File: config.mk
export PLATFORM = sky130hd
export DESIGN_NAME = operand_fetch
export DESIGN_NICKNAME = d
export VERILOG_FILES = /design/src/rtl/operand_fetch.sv
export SDC_FILE = /design/constraint.sdc
export NUM_CORES = 1
export LEC_CHECK = 0
export ABC_AREA = 1
export CAP_MARGIN = 20
export CORE_ASPECT_RATIO = 0.9
export CORE_UTILIZATION = 34
export CTS_CLUSTER_SIZE = 8
export DETAILED_ROUTE_END_ITERATION = 16
export GPL_TIMING_DRIVEN = 0
export MAX_ROUTING_LAYER = met4
export PLACE_DENSITY = 0.81
export SLEW_MARGIN = 20
export SYNTH_ARGS = -nofsm -noshare
export SYNTH_HDL_FRONTEND = slang
export SYNTH_SLANG_ARGS = --single-unit
File: constraint.sdc
create_clock -name clk -period 1.4 [get_ports clk]
set_input_delay 0.28 -clock clk [delete_from_list [all_inputs] [get_ports clk]]
set_output_delay 0.28 -clock clk [all_outputs]
set_load 0.02 [all_outputs]
File: src/rtl/operand_fetch.sv
// operand_fetch
//
// Operand-fetch stage between instruction decode and execute. Accepts a
// decoded instruction, drives the register-file read addresses in the same
// cycle, waits out the one-cycle BRAM read latency, and then presents the
// 16-bit A operand and the 8-bit B operand to execute.
//
// Ports
//   clk, reset              clock; synchronous active-low reset
//   in_valid/in_ready       decode handshake
//   in_op, in_d             opcode word / destination index (passed through)
//   in_a, in_word, in_b     A source index, A-is-register-pair flag, B source
//   rf_a, rf_b              regfile read addresses (combinational from in_a/in_b)
//   rf_Ra, rf_Rb            regfile read data, one cycle after address
//   wb_write, wb_word       writeback strobe / word-write flag
//   wb_d, wb_Rd             writeback destination index / data
//   out_valid/out_ready     execute handshake
//   out_op, out_d           passed-through opcode / destination
//   out_Ra, out_Rb          A operand (16 bit), B operand (8 bit)
//
// Build option
//   OPFETCH_FWD_EN  when defined, writeback data is forwarded into operands
//                   being loaded or held. When undefined, wb_* is ignored and
//                   decode must space hazards itself.
module operand_fetch (
  input  logic        clk,
  input  logic        reset,
  input  logic        in_valid,
  output logic        in_ready,
  input  logic [15:0] in_op,
  input  logic [5:0]  in_a,
  input  logic        in_word,
  input  logic [5:0]  in_b,
  input  logic [5:0]  in_d,
  output logic [5:0]  rf_a,
  output logic [5:0]  rf_b,
  input  logic [15:0] rf_Ra,
  input  logic [7:0]  rf_Rb,
  input  logic        wb_write,
  input  logic        wb_word,
  input  logic [5:0]  wb_d,
  input  logic [15:0] wb_Rd,
  output logic        out_valid,
  input  logic        out_ready,
  output logic [15:0] out_op,
  output logic [5:0]  out_d,
  output logic [15:0] out_Ra,
  output logic [7:0]  out_Rb
);

`ifdef OPFETCH_FWD_EN
  localparam bit FWD = 1'b1;
`else
  localparam bit FWD = 1'b0;
`endif

  typedef enum logic [1:0] {IDLE, LOAD, HOLD} state_t;

  state_t state_reg, state_next;

  logic        accept;
  logic [15:0] op_reg;
  logic [5:0]  d_reg, a_reg, b_reg;
  logic        word_reg;

  // Writeback seen in the previous cycle. Only consumed in LOAD, where the
  // previous cycle is the accept cycle whose write the BRAM read missed.
  logic        fw_write_reg, fw_word_reg;
  logic [5:0]  fw_d_reg;
  logic [15:0] fw_data_reg;

  logic [15:0] ra_reg;
  logic [7:0]  rb_reg;

  // Byte lanes: 0 = A low, 1 = A high, 2 = B
  logic [2:0][5:0] lane_idx;
  logic [2:0][7:0] lane_rf;
  logic [2:0][7:0] lane_held;
  logic [2:0]      lane_en;
  logic [2:0][7:0] lane_next;

  // Does a write (byte or word) land on register idx?
  function automatic logic wr_hit(input logic wr, input logic wd,
                                  input logic [5:0] d, input logic [5:0] idx);
    wr_hit = wr && (wd ? (d[5:1] == idx[5:1]) : (d == idx));
  endfunction

  // Which byte of the write data lands on register idx.
  function automatic logic [7:0] wr_byte(input logic wd, input logic [15:0] data,
                                         input logic [5:0] idx);
    wr_byte = (wd && idx[0]) ? data[15:8] : data[7:0];
  endfunction

  assign rf_a = in_a;
  assign rf_b = in_b;

  assign accept = in_valid && in_ready;

  // ---------------- FSM: state register ----------------
  always_ff @(posedge clk) begin
    if (!reset) state_reg <= IDLE;
    else        state_reg <= state_next;
  end

  // ---------------- FSM: next state ----------------
  always_comb begin
    state_next = state_reg;
    case (state_reg)
      IDLE:    if (in_valid) state_next = LOAD;
      LOAD:    state_next = HOLD;
      HOLD:    if (out_ready) state_next = in_valid ? LOAD : IDLE;
      default: state_next = IDLE;
    endcase
  end

  // ---------------- FSM: outputs ----------------
  always_comb begin
    in_ready  = 1'b0;
    out_valid = 1'b0;
    case (state_reg)
      IDLE:    in_ready = reset;
      HOLD: begin
        in_ready  = reset && out_ready;
        out_valid = 1'b1;
      end
      default: ;
    endcase
  end

  // ---------------- instruction latch ----------------
  always_ff @(posedge clk) begin
    if (!reset) begin
      op_reg   <= '0;
      d_reg    <= '0;
      a_reg    <= '0;
      b_reg    <= '0;
      word_reg <= 1'b0;
    end else if (accept) begin
      op_reg   <= in_op;
      d_reg    <= in_d;
      a_reg    <= in_a;
      b_reg    <= in_b;
      // An odd base cannot start a register pair; fall back to a byte read.
      word_reg <= in_word && !in_a[0];
    end
  end

  // ---------------- forward register ----------------
  always_ff @(posedge clk) begin
    if (!reset) begin
      fw_write_reg <= 1'b0;
      fw_word_reg  <= 1'b0;
      fw_d_reg     <= '0;
      fw_data_reg  <= '0;
    end else begin
      fw_write_reg <= FWD && wb_write;
      fw_word_reg  <= wb_word;
      fw_d_reg     <= wb_d;
      fw_data_reg  <= wb_Rd;
    end
  end

  // ---------------- per-byte operand selection ----------------
  // word_reg implies an even a_reg, so a_reg + 1 never wraps when used.
  assign lane_idx[0]  = a_reg;
  assign lane_idx[1]  = a_reg + 6'd1;
  assign lane_idx[2]  = b_reg;
  assign lane_rf[0]   = rf_Ra[7:0];
  assign lane_rf[1]   = rf_Ra[15:8];
  assign lane_rf[2]   = rf_Rb;
  assign lane_held[0] = ra_reg[7:0];
  assign lane_held[1] = ra_reg[15:8];
  assign lane_held[2] = rb_reg;
  assign lane_en[0]   = 1'b1;
  assign lane_en[1]   = word_reg;
  assign lane_en[2]   = 1'b1;

  generate
    for (genvar gi = 0; gi < 3; gi++) begin : g_lane
      logic       cur_hit, fw_hit;
      logic [7:0] load_byte, hold_byte;

      assign cur_hit = FWD && lane_en[gi] && wr_hit(wb_write, wb_word, wb_d, lane_idx[gi]);
      assign fw_hit  = FWD && lane_en[gi] && wr_hit(fw_write_reg, fw_word_reg, fw_d_reg, lane_idx[gi]);

      // A write in LOAD is newer than the accept-cycle write, which in turn
      // is newer than what the BRAM returned.
      assign load_byte = !lane_en[gi] ? 8'h00 :
                         cur_hit      ? wr_byte(wb_word, wb_Rd, lane_idx[gi]) :
                         fw_hit       ? wr_byte(fw_word_reg, fw_data_reg, lane_idx[gi]) :
                                        lane_rf[gi];

      assign hold_byte = cur_hit ? wr_byte(wb_word, wb_Rd, lane_idx[gi]) : lane_held[gi];

      assign lane_next[gi] = (state_reg == LOAD) ? load_byte :
                             (state_reg == HOLD) ? hold_byte : lane_held[gi];
    end
  endgenerate

  always_ff @(posedge clk) begin
    if (!reset) begin
      ra_reg <= '0;
      rb_reg <= '0;
    end else begin
      ra_reg <= {lane_next[1], lane_next[0]};
      rb_reg <= lane_next[2];
    end
  end

  assign out_op = op_reg;
  assign out_d  = d_reg;
  assign out_Ra = ra_reg;
  assign out_Rb = rb_reg;

endmodule

After elaboration in Yosys (flattened, before gate mapping)
Index checks and enable logic that the tools add are counted. Widths: inputs -> output; s select.

Register bits after elaboration: 49. Input bits: 87. Output and inout port bits: 60. Logic and storage cells: 23.

Eq/ne operators: 4. Multiplexer cells: 7. Reduce and logical (&&, ||, !) cells: 6.

Operators with widths (number): $mux 8 (1); $pmux 2 s3 (1); $mux 2 (2); $ne 2x2->1 const B (2); $logic_and 1x1->1 (3); $eq 2x1->1 const B (1); $eq 2x2->1 const B (1); $logic_not 2->1 (1); $mux 1 (2); $pmux 1 s2 (1); $reduce_and 2->1 (1); $logic_not 1->1 (1).

Depth between registers and ports, before layout
Depth in word-level cells: 3. Mapped depth: 8. Depth with buffers taken out: 6.

Least setup slack after synthesis
Ideal clock, no wire load.

Path kind: input -> register. From: in reset. To: reg d_reg[0], in the netlist out_d[0]. Arrival: 0.946 ns. Required time: 1.287 ns. Setup slack: 0.342 ns. Stages on the path: 7. Path buffers: 2. Cells stage by stage: inv_2 > nor2_2 > nand3_1 > buf_4 > buf_2 > nor2_1 > nor2_1.

Longest elaborated chain between the ends: 3.

RTL lines: start, declared (RTL line 27) `input logic reset,`; $logic_and 1x1->1 (RTL line 123) `in_ready = reset && out_ready;`; $pmux 1 s2 (RTL line 120) `case (state_reg)`; $logic_and 1x1->1 (RTL line 97) `assign accept = in_valid && in_ready;`; end signal, assigned (RTL line 140) `d_reg <= in_d;`; end, declared (RTL line 63) `logic [5:0] d_reg, a_reg, b_reg;`.

Parallel ways exist; a longest one is shown, timed or not. A chain may end at the register's enable or synchronous reset.

Worst setup path in the final report
From: reg state_reg[0]. To: out in_ready.

Longest elaborated chain between the ends: 2.

RTL lines: start, declared (RTL line 59) `state_t state_reg, state_next;`; start signal, assigned (RTL line 102) `else state_reg <= state_next;`; $eq 2x2->1 / $logic_not 2->1 (equally long branches) (RTL line 120); $pmux 1 s2 * (RTL line 120); end, declared (RTL line 29) `output logic in_ready,`.

Every way passes the cells marked *; elsewhere a longest branch is shown, timed or not.

==> out/results.txt <==
status: finished clean
Critical Path Source Type: register
Die ar.: 6040 µm²
Mapped Area: 1950 µm²
Area Growth Syn to Fin: 64.8%
relative slew slack: 0.704
Core Util, Final: 0.597
Clock Sinks: 49
worst setup margin: 36.6 ps
diode count: 0
Pleak: 1.63 nW
hold_buf cts: 0
Final period util: 0.974
share of post-route cells with drive strength above 1: 0.0957
Synth Warn #: 0
unrepaired setup endpoints after global routing: false
CTS max path bufs: 2
final hold vios: 0
WL per Instance: 11.1 µm
top cell type by total area after synthesis: dfxtp_1
Clk pin slew, worst setup/hold paths: 90 ps
Port Buf Inserts: 111
crit path kind: reg2out
most numerous cell in the Yosys netlist: nor2_1
Main synth FF type: dfxtp_1
power per cell area: 1020 nW/µm²
Post-Route WL: 5.16 mm
grt ovf: 0
dpl hpwl: 3.82 mm
r2r worst-path depth: 5
Syn Nets: 364
crit path max fanout: 3
core area: 5380 µm²
Tmin final: 1360 ps
DRC: 0
total number of vias: 2027
worst hold-check path type: in2reg
first-pass GRT wire length: 8.16 mm
count of final setup violators: 0
CTS tree: yes
initial antenna violation count: 0
Root Driver: clkbuf_8
Req. time, crit path: 1120 ps
data arrival time of the critical path: 1080 ps
final cell count without fillers: 464
Post-synth EDFFs: 0
fin nets: 483
I/O pins: 147
Antenna Violating Nets Remaining: 0
Placed Instances: 455
share of the synthesized area in the top cell type: 0.503
Cells after Synth: 277
Critical Path End Type: primary output
skew final: 5.96 ps
Slew @ Worst Pin: 445 ps
drt first pass iters: 4
Pins Over Slew Limit: 0
Setup Slack @ Placement: -715 ps
Total GRT Usage: 0.183
H-Tree Depth: 2
Worst-Skew Late Latency: 300 ps
Num CTS Buffers: 5
initial detailed-routing violation count: 45
MaxCap Viol Count: 0
asr flop ratio synth: 0
die width: 81.8 µm
Synth cell types: 14
number of global-route vias before repair: 1875
Via density: 4.37
Peak Freq: 0.733 GHz
Die Height: 73.9 µm
Min Hold Slack: 312 ps
post-synthesis sequential area ratio: 0.503
largest net degree at the start of global routing: 16
Post-CTS Setup Bufs: 0
Synth top cells by count: nor2_1 (80), nand2_1 (57), dfxtp_1 (49), inv_1 (28), o21ai_0 (16)
Sum Neg Setup Slack: 0 ps
row cnt: 25
Avg Inst Size Synth: 7.04 µm²
Worst VDD drop: 547 µV
FF+latch count, synth: 49
Initial Utilization: 0.363
top cells by area, synth: dfxtp_1 (50%), nor2_1 (15%), nand2_1 (11%)
hold path cells: 3
RePlAce Congestion: 0.651
[final cells by class]
| cell class | instances | area [µm²] |
|---|---|---|
| flip-flops and latches | 49 | 981 |
| clock inverters | 2 | 37.5 |
| repair buffers | 112 | 1040 |
| multi-input cells | 173 | 703 |
| inverters | 29 | 111 |
| fillers | 522 | 2170 |
| clock buffers | 6 | 82.6 |
| well taps | 67 | 83.8 |
| plain buffers | 26 | 174 |
[metrics by stage]
| step | total power [mW] | area [µm²] |
|---|---|---|
| after floorplan | 1.92 | 1950 |
| after global routing | 3.45 | 3210 |
| final | 3.28 | 3210 |
| after detailed placement | 2.32 | 3150 |
| after global placement | 2.31 | 3150 |
| after CTS | 3.31 | 3200 |
[path summary, 6_finish.rpt]
check,start,endpoint,slack (ps)
max,state_reg[0]$_SDFFE_PN0P_,in_ready,40
min,reset,out_Ra[12]$_SDFFE_PN0N_,310
max reg2reg,state_reg[1]$_SDFFE_PN0P_,out_Ra[6]$_SDFFE_PN0N_,170
min reg2reg,out_Ra[12]$_SDFFE_PN0N_,out_Ra[12]$_SDFFE_PN0N_,470
[where the power goes]
group / switching [mW] / internal [mW]
logic: 0.365 / 0.344
clock network: 0.468 / 0.581
registers: 0.0401 / 1.48
total: 0.874 / 2.41
[critical path: stages (launching register included)]
cell and delay, ps:
dfxtp_1 340, nor2_2 140, o21a_1 150, buf_4 150
[cell usage in the layout, fill, tap and decap left out, drive strengths merged]
master / count
clkbuf: 13
o21a: 1
bufinv: 1
dfxtp: 49
dlygate4sd2: 46
a21oi: 9
buf: 24
nand3: 9
clkinvlp: 1
clkdlybuf4s50: 61
nor2: 81
nand2: 57
o21ai: 16
inv: 29
[logic make-up (layout without fill, tap and decap cells)]
group,Yosys count,after routing,synth area share
buffers and inverters,55,175,0.139
AND/OR/NAND/NOR,147,147,0.290
AO/OA/AOI/OAI,26,26,0.0680
flip-flops,49,49,0.503
[per-layer routing]
metal  part of all wire  vias up  global-route usage  wire, µm
li1                   -     1052                   -         -
met5                  0        -                   -         0
met1               0.44      878               0.204      2250
met2               0.45       89               0.306      2300
met4              0.012        0              0.0643        63
met3               0.11        8              0.0596       548
[what timing repair did]
item,CTS,global route
resized for setup,59,12
setup endpoints to repair,69,25
cloned,0,1
Note: power is estimated with default switching activity, not from simulation.
